`config.mk`:
```
export PLATFORM = sky130hd
export DESIGN_NAME = ov5640_reg_init_sequencer
export DESIGN_NICKNAME = d
export VERILOG_FILES = /design/src/rtl/ov5640_reg_init_sequencer.sv
export SDC_FILE = /design/constraint.sdc
export NUM_CORES = 1
export LEC_CHECK = 0
export BUFFER_PORTS_ARGS = -buffer_cell sky130_fd_sc_hd__buf_4
export CORE_MARGIN = 4
export CORE_UTILIZATION = 64
export CTS_CLUSTER_SIZE = 20
export DETAILED_ROUTE_END_ITERATION = 10
export PLACE_DENSITY_LB_ADDON = 0.1
export SYNTH_ARGS = -nofsm -noshare
export SYNTH_HDL_FRONTEND = slang
export SYNTH_SLANG_ARGS = --single-unit
```
`constraint.sdc`:
```
create_clock -name clk -period 17.5 [get_ports clk]
set_clock_uncertainty 0.05 [all_clocks]
set_input_delay 1.75 -clock clk [delete_from_list [all_inputs] [get_ports clk]]
set_output_delay 1.75 -clock clk [all_outputs]
set_load 0.02 [all_outputs]
```
`src/rtl/ov5640_reg_init_sequencer.sv`:
```
// ov5640_reg_init_sequencer: walks a register table in ROM and issues SCCB writes,
// with a one-time power-up wait, inline delay entries and a per-write timeout.
module ov5640_reg_init_sequencer #(
    parameter int unsigned POWER_UP_CYCLES = 5000000,
    parameter int unsigned DELAY_UNIT      = 50000,
    parameter int unsigned TIMEOUT_CYCLES  = 1000000,
    parameter int unsigned TABLE_DEPTH     = 256,
    parameter logic [7:0]  DEVICE_ADDR     = 8'h78,
    localparam int         AW              = $clog2(TABLE_DEPTH)
) (
    input  logic          clk,
    input  logic          rest_n,
    input  logic          start,
    output logic [AW-1:0] table_addr,
    input  logic [23:0]   table_data,
    output logic [7:0]    device_addr,
    output logic [15:0]   sub_addr,
    output logic          write,
    output logic [7:0]    write_data,
    output logic          read,
    output logic          resp_ready,
    input  logic          request_done,
    output logic          busy,
    output logic          init_done,
    output logic          init_error,
    output logic [AW:0]   entry_count
);
    typedef enum logic [3:0] {IDLE, POWER_UP, FETCH, DECODE, ISSUE, WAIT_DONE, DELAY, DONE, ERROR} state_t;
    state_t state, state_n, adv;
    logic [31:0] cnt;
    logic [23:0] ent;
    logic powered, last, go, pu_end, dly_end, to_end, is_end, is_dly, dly_zero, adv_idx;

    assign device_addr = DEVICE_ADDR;
    assign read        = 1'b0;
    assign resp_ready  = 1'b1;
    assign busy        = !(state inside {IDLE, DONE, ERROR});
    assign init_done   = state == DONE;
    assign init_error  = state == ERROR;
    assign go          = start && !busy;
    assign last        = table_addr == AW'(TABLE_DEPTH - 1);
    assign pu_end      = cnt == POWER_UP_CYCLES - 1;
    assign dly_end     = cnt == 32'(ent[7:0]) * DELAY_UNIT - 1;
    assign to_end      = cnt == TIMEOUT_CYCLES - 1;
    assign is_end      = table_data[23:8] == 16'hFFFF;
    assign is_dly      = table_data[23:8] == 16'hFFFE;
    assign dly_zero    = table_data[7:0] == 8'd0;
    // The last addressable entry finishes the run instead of wrapping the index.
    assign adv         = last ? DONE : FETCH;
    assign adv_idx     = !last && ((state == DECODE && is_dly && dly_zero) ||
                                   (state == WAIT_DONE && request_done) ||
                                   (state == DELAY && dly_end));

    always_ff @(posedge clk or negedge rest_n) begin
        if (!rest_n) state <= IDLE;
        else         state <= state_n;
    end

    always_comb begin
        state_n = state;
        case (state)
            IDLE:        state_n = start ? (powered ? FETCH : POWER_UP) : IDLE;
            POWER_UP:    state_n = pu_end ? FETCH : POWER_UP;
            FETCH:       state_n = DECODE;
            DECODE:      state_n = is_end ? DONE : !is_dly ? ISSUE : dly_zero ? adv : DELAY;
            ISSUE:       state_n = WAIT_DONE;
            WAIT_DONE:   state_n = request_done ? adv : to_end ? ERROR : WAIT_DONE;
            DELAY:       state_n = dly_end ? adv : DELAY;
            DONE, ERROR: state_n = start ? FETCH : state;
            default:     state_n = IDLE;
        endcase
    end

    always_ff @(posedge clk or negedge rest_n) begin
        if (!rest_n) begin
            table_addr  <= '0;
            entry_count <= '0;
            cnt         <= '0;
            ent         <= '0;
            sub_addr    <= '0;
            write_data  <= '0;
            write       <= 1'b0;
            powered     <= 1'b0;
        end else begin
            // One shared counter: it only runs in the three waiting states.
            cnt <= (state inside {POWER_UP, WAIT_DONE, DELAY}) ? cnt + 1 : '0;
            if (go) begin
                table_addr  <= '0;
                entry_count <= '0;
                powered     <= 1'b1;
            end
            if (adv_idx) table_addr <= table_addr + 1'b1;
            if (state == DECODE) ent <= table_data;
            if (state == ISSUE) begin
                sub_addr   <= ent[23:8];
                write_data <= ent[7:0];
                write      <= 1'b1;
            end
            if (state == WAIT_DONE && (request_done || to_end)) write <= 1'b0;
            if (state == WAIT_DONE && request_done) entry_count <= entry_count + 1'b1;
        end
    end
endmodule

```
# Yosys cells after proc, flatten, opt, wreduce, memory -nomap -nowiden
# Cells that the tools add are included.
dict set report totals {
  in_bits 28
  n_memories 0
  latch_bits 0
  romBits 0
  mem_bits_rw 0
  elab_cells 68
  reg_bits 103
}
dict set report classes {
  n_eq_ne 15
  n_shift 0
  n_lt_le_gt_ge 0
  reduce_logical 20
  multipliers 1
  n_bitwise 0
  n_mux 19
  add_sub_neg 4
  n_div 0
}
# operator n
set op_table {}
lappend op_table {{32-bit by 1-bit adder with 32-bit output (second input constant)} 1}
lappend op_table {{16-bit equality test (second input constant)} 2}
lappend op_table {{32-bit by 20-bit equality test with 1-bit output (second input constant)} 1}
lappend op_table {{32-bit by 23-bit equality test with 1-bit output (second input constant)} 1}
lappend op_table {{32-bit equality test} 1}
lappend op_table {{32-bit two-way mux} 1}
lappend op_table {{4-bit one-hot mux with 8 select lines} 1}
lappend op_table {{24-bit by 1-bit subtractor with 25-bit output (second input constant)} 1}
lappend op_table {{8-bit by 12-bit multiplier with 20-bit output (second input constant)} 1}
lappend op_table {{9-bit two-way mux} 2}
lappend op_table {{4-bit by 3-bit equality test with 1-bit output (second input constant)} 4}
lappend op_table {{8-bit two-way mux} 2}
lappend op_table {{3-bit two-way mux} 5}
lappend op_table {{4-bit two-way mux} 3}
lappend op_table {{9-bit by 1-bit adder with 9-bit output (second input constant)} 1}
lappend op_table {{8-bit by 1-bit adder with 8-bit output (second input constant)} 1}
lappend op_table {{4-bit by 2-bit equality test with 1-bit output (second input constant)} 2}
lappend op_table {{8-bit equality test (second input constant)} 1}
lappend op_table {{8-bit zero test} 1}
lappend op_table {{1-bit logical AND} 7}
lappend op_table {{2-bit two-way mux} 3}
lappend op_table {{2-bit nonzero test} 3}
lappend op_table {{3-bit nonzero test} 2}
lappend op_table {{4-bit by 1-bit equality test with 1-bit output (second input constant)} 1}
lappend op_table {{other kinds (7)} 11}

# Logic depth before layout (Yosys ltp)
# Gate-level depths: netlist (run 1).
dict set report depth {
  ltp_word 7
  depth_mapped 24
}

# Worst setup path after synthesis (run 1)
# Ideal clock, no wire load.
dict set report synth_timing {
  path_kind {flip-flop to flip-flop}
  from {reg ent[2]}
  to {reg table_addr[2]}
  required_time_ns 17.326
  arrival_time_ns 5.524
  setup_time_ns 0.124
  n_path_buf 2
  path_slack_ns 11.802
  stages_incl_launch_ff 22
  cell_sequence {dfrtp_1 ha_1 ha_1 fa_1 inv_1 fa_1 inv_1 ha_1 nand2b_1 a211oi_4 o211a_1 o221ai_2 or2_1 buf_2 nor4_2 nand4_1 mux2_1 or4_4 o21a_1 and2_1 buf_6 a211o_1}
}
dict set report synth_via {
  elab_chain_len 7
  word_cells_on_any_way 8
  classes_between {1 x add/sub; 1 x mul; 1 x eq/ne; 1 x mux; 4 x reduce/logical}
}
# element line
set synth_rtl {}
lappend synth_rtl {{from (decl)} 31} ;# logic [23:0] ent;
lappend synth_rtl {{from (signal assigned)} 93} ;# if (state == DECODE) ent <= table_data;
lappend synth_rtl {{8-bit by 12-bit multiplier with 20-bit output *} 43} ;# assign dly_end = cnt == 32'(ent[7:0]) * DELAY_UNIT - 1;
lappend synth_rtl {{24-bit by 1-bit subtractor with 25-bit output *} 43}
lappend synth_rtl {{32-bit equality test *} 43}
lappend synth_rtl {{1-bit logical AND *} 52} ;# (state == DELAY && dly_end));
lappend synth_rtl {{1-bit logical OR *} 51} ;# (state == WAIT_DONE && request_done) ||
lappend synth_rtl {{1-bit logical AND *} 50} ;# assign adv_idx = !last && ((state == DECODE && is_dly && dly_zero) ||
lappend synth_rtl {{8-bit two-way mux / 2-bit nonzero test (equally long branches)} --}
lappend synth_rtl {{to (signal assigned)} 92} ;# if (adv_idx) table_addr <= table_addr + 1'b1;
lappend synth_rtl {{to (decl)} 14} ;# output logic [AW-1:0] table_addr,
# Mark *: on every way between the ends. The rest lies on a longest branch, timed or not.
# A chain may end at the register's enable or synchronous reset.

# Final worst setup path (run 1)
dict set report layout_timing {
  from {reg ent[2]}
  to {reg table_addr[4]}
}
# Same word-level chain as after synthesis.

==> summary.md, run 1 <==
| Metric | Value |
|---|---|
| Status | finished, final reports clean |
| Final min period | roughly 6.5 ns |
| Netlist Area Pre-Place | 7230 sq um |
| Largest net degree at the start of global routing | 75 |
| Post-synth top area share | approximately 36% |
| First-pass GRT wire length | 27000 microns |
| Routed vias | 5741 |
| Worst R2R Setup Slack | 11.03 ns |
| Finish-stage setup viols | 0 |
| Hold Path Class | reg -> reg |
| Number of flops mapped to enable cells by yosys | 0 |
| Initial antenna violation count | 0 |
| Critical-path maximum fanout | 14 |
| Worst Path Buf+Inv | 2 |
| Worst slew margin | 21.9% |
| Post-synth top cells | dfrtp_1 (103), nor2_1 (68), nand2_1 (60) |
| Filler cell count | 784 |
| Core area | 10900 sq um |
| Crit path DAT | 6.65 ns |
| Metal2 WL | 7720 microns |
| Biggest cell delay along the critical path | 0.55 ns |
| Sequential Area | 2580 sq um |
| Setup_tns | 0 ns |
| Highest metal used | met4 |
| CP startpoint kind | register |
| Crit path capture type | register |
| CP delay by family, top | adder cells |
| Site row count | 38 |
| WL met3 | 941 microns |
| Register area share after synthesis | approximately 36% |
| Die width | about 110 microns |
| Count leader, synth | dfrtp_1 |
| Layout cells sized above 1 | 18.5% |
| Area grow syn2layout | 11.9% |
| Max Root-Sink Buffers | 2 |
| Resize count post-CTS | 0 |
| Period utilisation layout | approximately 37% |
| Syn_area_per_cell | approximately 9.6 sq um |
| TritonCTS clock tree | yes |
| Top cells by area, synth | dfrtp_1 (36%), ha_1 (9.9%), mux2_2 (7.3%) |
| Final antenna-violating net count | 0 |
| Worst r2r src | ent[2] |
| Starting DRT DRC Count | 386 |
| Drt first pass iters | 5 |
| Initial Util | 66.1% |
| Final Max Tran Viols | 0 |
| CTS buffer count | 9 |
| Final-report hold violation count | 0 |
| Post-Route WL | 16200 microns |
| Hpwl dp | 12400 microns |
| Die ar. | roughly 13000 sq um |
| Slew @ Worst Pin | 1.17 ns |
| CTS Sinks | ~100 |
| Htree depth | 3 |
| Syn. warnings | 0 |
| Drt wl/cell | roughly 17 microns |
| DRC viols | 0 |
| Crit path capture | table_addr[4] |
| Worst-Skew Late Latency | 0.35 ns |
| Multi-input gate area | 4360 sq um |
| Max Cap Violations | 0 |
| ANT cells | 0 |
| Netlist cell types | a little over 70 |
| GR Overflow Total | 0 |
| Sequence of cells on the critical path | ha_1, ha_1, fa_1, inv_1, fa_1, inv_1, ha_1, o211ai_1, o21a_1, xnor2_1, nor4_2, o21ai_0, or3_1, nor4b_1, o2111ai_1, or4_4, o21a_1, and2_1, a211o_1 |
| Die Ht | 114 microns |
| Setup CP Type | reg -> reg |
| Fmax | between 0.15 and 0.2 GHz |
| Worst reg-to-reg path cell count | 19 |
| Asr flop ratio synth | 100% |
| Crit path required time | 17.68 ns |
| CP Depth | 19 |
| Most frequent cell on the critical path | ha_1 |
| Total setup buffers inserted after CTS | 0 |
| CTS root buffer | clkbuf_16 |
| CP max-delay cell | nor4_2 |
| Post-Syn Instances | 754 |
| Final #Nets | 909 |
| GRT Overall Usage | 25.5% |
| Clk slew on worst S/H paths | 0.07 ns |
| Metal-1 WL | 7250 microns |
| Port Buffer Count | 72 |
| Number of global-route vias before repair | about 5600 |
| Cts hold-fix bufs | 0 |
| Cell taking the most area after synthesis | dfrtp_1 |
| Placer Congestion | 0.881 |
| Reg-to-reg endpoint | table_addr[4] |
| Setup crit start | ent[2] |
| Synth Flop Type | dfrtp_1 |
| Via density per instance | around 6 |
| RSZ-0062 raised after global routing | false |
| Synth Register Bits | about 100 |
| I/O pin cnt | 83 |
## state kept, by name, summed over array words and instances (netlist names), 4 cells and up
name and cells:
state 4, write_data 8, ent 24, table_addr 8, entry_count 9, sub_addr 16, cnt 32
## worst min-delay path by stage
stage,slack (ns),startpoint,to,cells past startpoint
CTS,0.46,ent[19],sub_addr[11],1
global placement,0.43,entry_count[8],entry_count[8],1
detailed placement,0.44,ent[9],ent[9],1
global route,0.47,ent[17],ent[17],1
floorplan,0.41,powered,powered,1
finish,0.45,ent[19],sub_addr[11],1
## metal layers
layer,vias to the layer above,global-route usage [%]
met2,162,41.2
met1,2764,35.0
met3,18,5.07
met5,-,0
li1,2797,-
met4,0,7.52
## layout by cell type (no fill, tap or decap), drive strengths merged, types with 7 or more instances in the layout
| cell | count |
|---|---|
| a21oi | 25 |
| buf | 74 |
| or3 | 11 |
| ha | 57 |
| nor4 | 15 |
| nor3b | 7 |
| nand3 | 32 |
| dfrtp | 103 |
| clkbuf | 11 |
| nand2b | 9 |
| xnor2 | 32 |
| nor2b | 8 |
| nor2 | 68 |
| xor2 | 28 |
| fa | 12 |
| nand2 | 60 |
| nor3 | 18 |
| and3 | 9 |
| conb | 10 |
| a211o | 7 |
| mux2 | 48 |
| inv | 41 |
| nand4 | 11 |
| o21ai | 33 |
## stage by stage
step	utilization [%]	hold slack, ns	cells	setup WS (ns)	instance area (sq um)
after global placement	71.5	0.426	941	11.35	7820
final	73.9	0.453	957	11.03	8090
after CTS	73.9	0.457	957	11.08	8090
after floorplan	-	0.409	762	11.80	7260
after global routing	73.9	0.470	957	10.55	8090
after detailed placement	71.5	0.438	941	11.12	7820
## worst register-to-register path: stages, from the launching register on
cell	delay [ns]
dfrtp_1	0.48
ha_1	0.38
ha_1	0.31
fa_1	0.51
inv_1	0.06
fa_1	0.53
inv_1	0.04
ha_1	0.34
o211ai_1	0.27
o21a_1	0.18
xnor2_1	0.11
nor4_2	0.55
o21ai_0	0.27
or3_1	0.38
nor4b_1	0.29
o2111ai_1	0.14
or4_4	0.48
o21a_1	0.36
and2_1	0.30
a211o_1	0.32
## area by class of cell
type                    instances  share of cell area [%]
clock buffers                  11                    2.88
clock inverters                 5                   0.480
inverters                      38                    1.76
multi-input cells             586                    54.0
flip-flops and latches        103                    31.9
well taps                     140                    2.17
repair buffers                 74                    6.87
## cells by family (layout without fill, tap and decap cells)
logic type / after synthesis / count (layout) / share of synthesized area, %
muxes: 50 / 50 / 7.75
DFF: 103 / 103 / 35.7
buffers and inverters: 73 / 128 / 4.45
AOI/OAI and AO/OA: 121 / 121 / 11.7
and+or+nand+nor: 276 / 276 / 19.8
xor gates and xnor gates: 60 / 60 / 7.27
adders and majority gates: 69 / 69 / 13.2
other: 2 / 10 / 0.104
Power of run 1 is left out: the tool's default activity adds up to more than one toggle a clock period on the data nets, which glitch-free logic cannot reach.
==> run 2: changes to the inputs <==
--- a/config.mk
+++ b/config.mk
@@ -7,7 +7,7 @@
 export LEC_CHECK = 0
 export BUFFER_PORTS_ARGS = -buffer_cell sky130_fd_sc_hd__buf_4
 export CORE_MARGIN = 4
-export CORE_UTILIZATION = 64
+export CORE_UTILIZATION = 60
 export CTS_CLUSTER_SIZE = 20
 export DETAILED_ROUTE_END_ITERATION = 10
 export PLACE_DENSITY_LB_ADDON = 0.1
==> constraint.sdc (replaced) <==
create_clock -name clk -period 6.2 [get_ports clk]
set_clock_uncertainty 0.05 [all_clocks]
set_input_delay 0.62 -clock clk [delete_from_list [all_inputs] [get_ports clk]]
set_output_delay 0.62 -clock clk [all_outputs]
set_load 0.02 [all_outputs]
==> summary.md, run 2 (synthesis gave the netlist of run 1 again) <==
| Metric | Value |
|---|---|
| Status | finished, final reports clean |
| Fmax | 0.167 GHz (+7.7%) |
| Fin cells | 967 (+1.0%) |
| Site row count | 39 (+2.6%) |
| Reg-to-reg endpoint | table_addr[4] |
| Layout cells sized above 1 | 20.6% (+2.1 points) |
| Critical-path maximum fanout | 7 (-7) |
| Setup CP Type | reg -> reg |
| Crit path capture type | register |
| Slew @ Worst Pin | 1.01 ns (-0.162 ns) |
| Placed Cells | 949 (+0.85%) |
| Crit path required time | 6.39 ns (-11.29 ns) |
| Placer Congestion | 0.920 (+4.5%) |
| Setup ws final | 0.195 ns (-10.84 ns) |
| Worst-Skew Late Latency | 0.36 ns (about the same) |
| Final min period | 6.01 ns (-0.462 ns) |
| Post-Route WL | 16400 microns (+1.4%) |
| Worst slew margin | 32.4% (+10 points) |
| Period utilisation layout | 96.9% (+60 points) |
| TritonCTS clock tree | yes |
| Largest Register | cnt |
| Max Root-Sink Buffers | 2 (unchanged) |
| Starting DRT DRC Count | 391 (+1.3%) |
| Port Buffer Count | 72 (unchanged) |
| CTS buffer count | 9 (unchanged) |
| Setup WS pre-CTS | 0.127 ns (-10.99 ns) |
| Die Ht | 118 microns (+3.0%) |
| Final #Nets | 917 (+0.88%) |
| GRT Overall Usage | 24.0% (-1.5 points) |
| Max FFs per register | 32 (unchanged) |
| CTS root buffer | clkbuf_16 |
| Die ar. | 13900 sq um (+6.2%) |
| Final Max Tran Viols | 0 (unchanged) |
| Final-report hold violation count | 0 (unchanged) |
| GR Overflow Total | 0 (unchanged) |
| Core area | 11600 sq um (+6.2%) |
| Hpwl dp | 12600 microns (+1.1%) |
| I/O pin cnt | 83 (unchanged) |
| Initial Util | 62.2% (-3.9 points) |
| Drt first pass iters | 5 (unchanged) |
| Number of global-route vias before repair | 5611 (+0.48%) |
| Worst r2r src | ent[4] |
| DRC viols | 0 (unchanged) |
| Max Cap Violations | 0 (unchanged) |
| CP startpoint kind | register |
| Hold Path Class | in -> async |
| Setup crit start | ent[4] |
| Initial antenna violation count | 0 (unchanged) |
| Top flop regs | cnt x32, ent x24, sub_addr x16 |
| Filler cell count | 901 (+15%) |
| Cts hold-fix bufs | 0 (unchanged) |
| Die width | 118 microns (+3.0%) |
| Htree depth | 3 (unchanged) |
| Clk slew on worst S/H paths | 0.07 ns (about the same) |
| First-pass GRT wire length | 27700 microns (+2.7%) |
| Worst reg-to-reg path cell count | 19 (unchanged) |
| Crit path capture | table_addr[4] |
| CTS Sinks | 103 (unchanged) |
| Most frequent cells in the layout | dfrtp_1 (101), buf_4 (82), nor2_1 (68) |
| Finish-stage setup viols | 0 (unchanged) |
| Crit path DAT | 6.19 ns (-0.46 ns) |
| Drt wl/cell | 17.0 microns (+0.37%) |
| Leading cell type in the layout, fill and taps excluded | dfrtp_1 |
| Final antenna-violating net count | 0 (unchanged) |
| ANT cells | 0 (unchanged) |
| Routed vias | 5829 (+1.5%) |
| Worst R2R Setup Slack | 0.19 ns (-10.84 ns) |
| Via density per instance | 6.03 (+0.48%) |
| Largest net degree at the start of global routing | 57 (-24%) |
| Area grow syn2layout | 13.5% |
| Final Util | 70.6% (-3.3 points) |
run 2: changes by cell type in the layout (fill, tap and decap cells not counted), moves of 2 or more:
cell,before,now
dfrtp_1,103,101
buf_4,74,82
clkbuf_1,2,0
dfrtp_2,0,2
ha_1,57,55
run 2: final cells by class:
type	count	area, sq um	share of cell area [%]
flip-flops and latches	103	2580	31.5
multi-input cells	586	4420	53.8
repair buffers	82	616	7.51
clock buffers	9	225	2.75
inverters	38	143	1.74
clock inverters	6	43.8	0.534
well taps	143	179	2.18
run 2: worst min-delay path by stage:
stage | endpoint | start | cells past startpoint | slack [ns]
finish | write_data[6] | rest_n | 1 | 0.22
global route | write_data[6] | rest_n | 1 | 0.26
CTS | entry_count[7] | rest_n | 1 | 0.25
detailed placement | ent[16] | ent[16] | 1 | 0.44
global placement | ent[16] | ent[16] | 1 | 0.43
floorplan | cnt[0] | rest_n | 0 | 0.27
run 2: what timing repair did:
action,in CTS,in global routing
gates resized for setup,0,12
hold endpoints to repair,0,0
setup endpoints to repair,0,8
buffers inserted,0,3
run 2: metal layers:
| layer | vias to the layer above | global-route usage (%) | routed length [microns] |
|---|---|---|---|
| met5 | - | 0 | 0 |
| met4 | 0 | 7.03 | 292 |
| met3 | 25 | 4.90 | 1050 |
| met2 | 194 | 38.6 | 7920 |
| met1 | 2814 | 33.1 | 7140 |
| li1 | 2796 | - | - |
run 2: metrics by stage:
step                      setup TNS [ns]  instance area (sq um)  hold slack, ns
after global routing              -0.436                   8200           0.260
after CTS                              0                   8130           0.248
final                                  0                   8200           0.224
after global placement                 0                   7860           0.432
after detailed placement               0                   7860           0.440
after floorplan                        0                   7260           0.274
run 2: critical path: stages, from the launching register on:
cell and delay [ns]:
dfrtp_2 0.44, ha_1 0.32, ha_1 0.31, fa_1 0.51, inv_1 0.05, fa_1 0.53
inv_1 0.07, ha_4 0.26, o211ai_1 0.27, o21a_1 0.23, xnor2_2 0.11, or4_4 0.58
o21ba_1 0.23, nand4b_1 0.17, o21ba_1 0.24, a32o_1 0.22, or4_4 0.57, o21a_1 0.21
and2_2 0.22, a211o_1 0.30
Power of run 2 is left out for the same reason.
==> run 3: changes to the inputs <==
==> constraint.sdc (replaced) <==
create_clock -name clk -period 6.4 [get_ports clk]
set_clock_uncertainty 0.05 [all_clocks]
set_input_delay 0.64 -clock clk [delete_from_list [all_inputs] [get_ports clk]]
set_output_delay 0.64 -clock clk [all_outputs]
set_load 0.02 [all_outputs]
==> summary.md, run 3 (synthesis gave the netlist of run 1 again) <==
| Metric | Value |
|---|---|
| Starting DRT DRC Count | 469 (+20%) |
| Fmax | 0.164 GHz (-1.3%) |
| Cts hold-fix bufs | 0 (unchanged) |
| Site row count | 39 (unchanged) |
| Total setup buffers inserted after CTS | 0 (unchanged) |
| Final-report hold violation count | 0 (unchanged) |
| DRC viols | 0 (unchanged) |
| Worst slew margin | 32.9% (+0.46 points) |
| CP startpoint kind | register |
| Via density per instance | 5.95 (-1.4%) |
| Initial antenna violation count | 0 (unchanged) |
| Slew @ Worst Pin | 1.01 ns (+0.000817 ns) |
| Initial Util | 62.2% (unchanged) |
| Filler cell count | 907 (+0.67%) |
| Worst reg-to-reg path cell count | 19 (unchanged) |
| Resize count post-CTS | 0 (unchanged) |
| Worst-Skew Late Latency | 0.35 ns (about the same) |
| Htree depth | 3 (unchanged) |
| Hpwl dp | 12500 microns (-0.69%) |
| Reg-to-reg endpoint | table_addr[3] |
| Die Ht | 118 microns (unchanged) |
| Core area | 11600 sq um (unchanged) |
| Most frequent cells in the layout | dfrtp_1 (103), buf_4 (77), nor2_1 (68) |
| Max FFs per register | 32 (unchanged) |
| Period utilisation layout | 95.1% (-1.8 points) |
| Drt wl/cell | 17.0 microns (about the same) |
| Post-Route WL | 16300 microns (-0.37%) |
| Number of global-route vias before repair | 5452 (-2.8%) |
| Placer Congestion | 0.915 (-0.60%) |
| Hold Path Class | in -> async |
| Routed vias | 5726 (-1.8%) |
| Finish-stage setup viols | 0 (unchanged) |
| Clk slew on worst S/H paths | 0.08 ns (about the same) |
| Crit path capture type | register |
| ANT cells | 0 (unchanged) |
| Crit path required time | 6.58 ns (+0.19 ns) |
| Status | finished, final reports clean |
| GRT Overall Usage | 24.1% (+0.062 points) |
| First-pass GRT wire length | 27700 microns (about the same) |
| RSZ-0062 raised after global routing | false |
| I/O pin cnt | 83 (unchanged) |
| CTS root buffer | clkbuf_16 |
| Final Max Tran Viols | 0 (unchanged) |
| CTS buffer count | 9 (unchanged) |
| Setup CP Type | reg -> reg |
| Drt first pass iters | 7 (+2) |
| Crit path capture | table_addr[3] |
| GR Overflow Total | 0 (unchanged) |
| Setup_tns | 0 ns (unchanged) |
| Die ar. | 13900 sq um (unchanged) |
| Worst r2r src | ent[2] |
| Critical-path maximum fanout | 8 (+1) |
| Layout cells sized above 1 | 19.1% (-1.5 points) |
| TritonCTS clock tree | yes |
| Final #Nets | 912 (-0.55%) |
| Area grow syn2layout | 12.5% |
| Die width | 118 microns (unchanged) |
| Worst R2R Setup Slack | 0.32 ns (+0.12 ns) |
| Max Root-Sink Buffers | 2 (unchanged) |
| Final antenna-violating net count | 0 (unchanged) |
| Max Cap Violations | 0 (unchanged) |
| Setup crit start | ent[2] |
| Leading cell type in the layout, fill and taps excluded | dfrtp_1 |
| Largest Register | cnt |
| Port Buffer Count | 72 (unchanged) |
| Final min period | 6.08 ns (+0.0791 ns) |
| Crit path DAT | 6.26 ns (+0.07 ns) |
| CTS Sinks | 103 (unchanged) |
| Top flop regs | cnt x32, ent x24, sub_addr x16 |
| Largest net degree at the start of global routing | 60 (+5.3%) |
==> run 3: critical path: stages, from the launching register on <==
cell and delay, ns:
dfrtp_1 0.47, ha_1 0.36, ha_1 0.30, fa_1 0.51
inv_1 0.06, fa_1 0.53, inv_1 0.04, ha_1 0.34
nand2b_1 0.13, a211oi_4 0.35, o211a_1 0.22, o221ai_2 0.11
or2_1 0.33, nor4_2 0.36, nand4_1 0.15, mux2_1 0.34
or4_4 0.55, o21a_1 0.22, and2_1 0.22, a211o_1 0.32
==> run 3: layout make-up <==
type	instances	area, sq um	area share [%]
inverter	38	143	1.75
tap	143	179	2.20
sequential	103	2580	31.7
clock buffer	10	239	2.94
multi-input combinational	586	4370	53.7
clock inverter	6	51.3	0.631
timing repair buffer	77	578	7.11
==> run 3: layer usage <==
layer	global-route usage, %	routed length [microns]	part of all wire, %
met5	0	0	0
met4	5.79	184	1.1
met3	4.81	869	5.3
met2	36.9	7610	47
met1	35.2	7680	47
==> run 3: stage by stage <==
stage	utilization, %	hold slack (ns)	worst slack [ns]	area (sq um)	std cells
after floorplan	-	0.294	0.702	7260	762
after global placement	67.5	0.429	0.484	7840	947
after detailed placement	67.5	0.438	0.360	7840	947
after CTS	70.0	0.243	0.335	8130	963
after global routing	70.0	0.256	0.0163	8140	963
final	70.0	0.227	0.316	8140	963
==> run 3: worst min path at each step <==
stage                       start             to  slack (ns)  cells after the start
after floorplan            rest_n         cnt[0]        0.29                      0
after global placement    powered        powered        0.43                      1
after detailed placement  ent[20]        ent[20]        0.44                      1
after CTS                  rest_n  write_data[6]        0.24                      1
after global routing       rest_n  write_data[6]        0.26                      1
final                      rest_n  write_data[6]        0.23                      1
Power of run 3 is left out for the same reason.
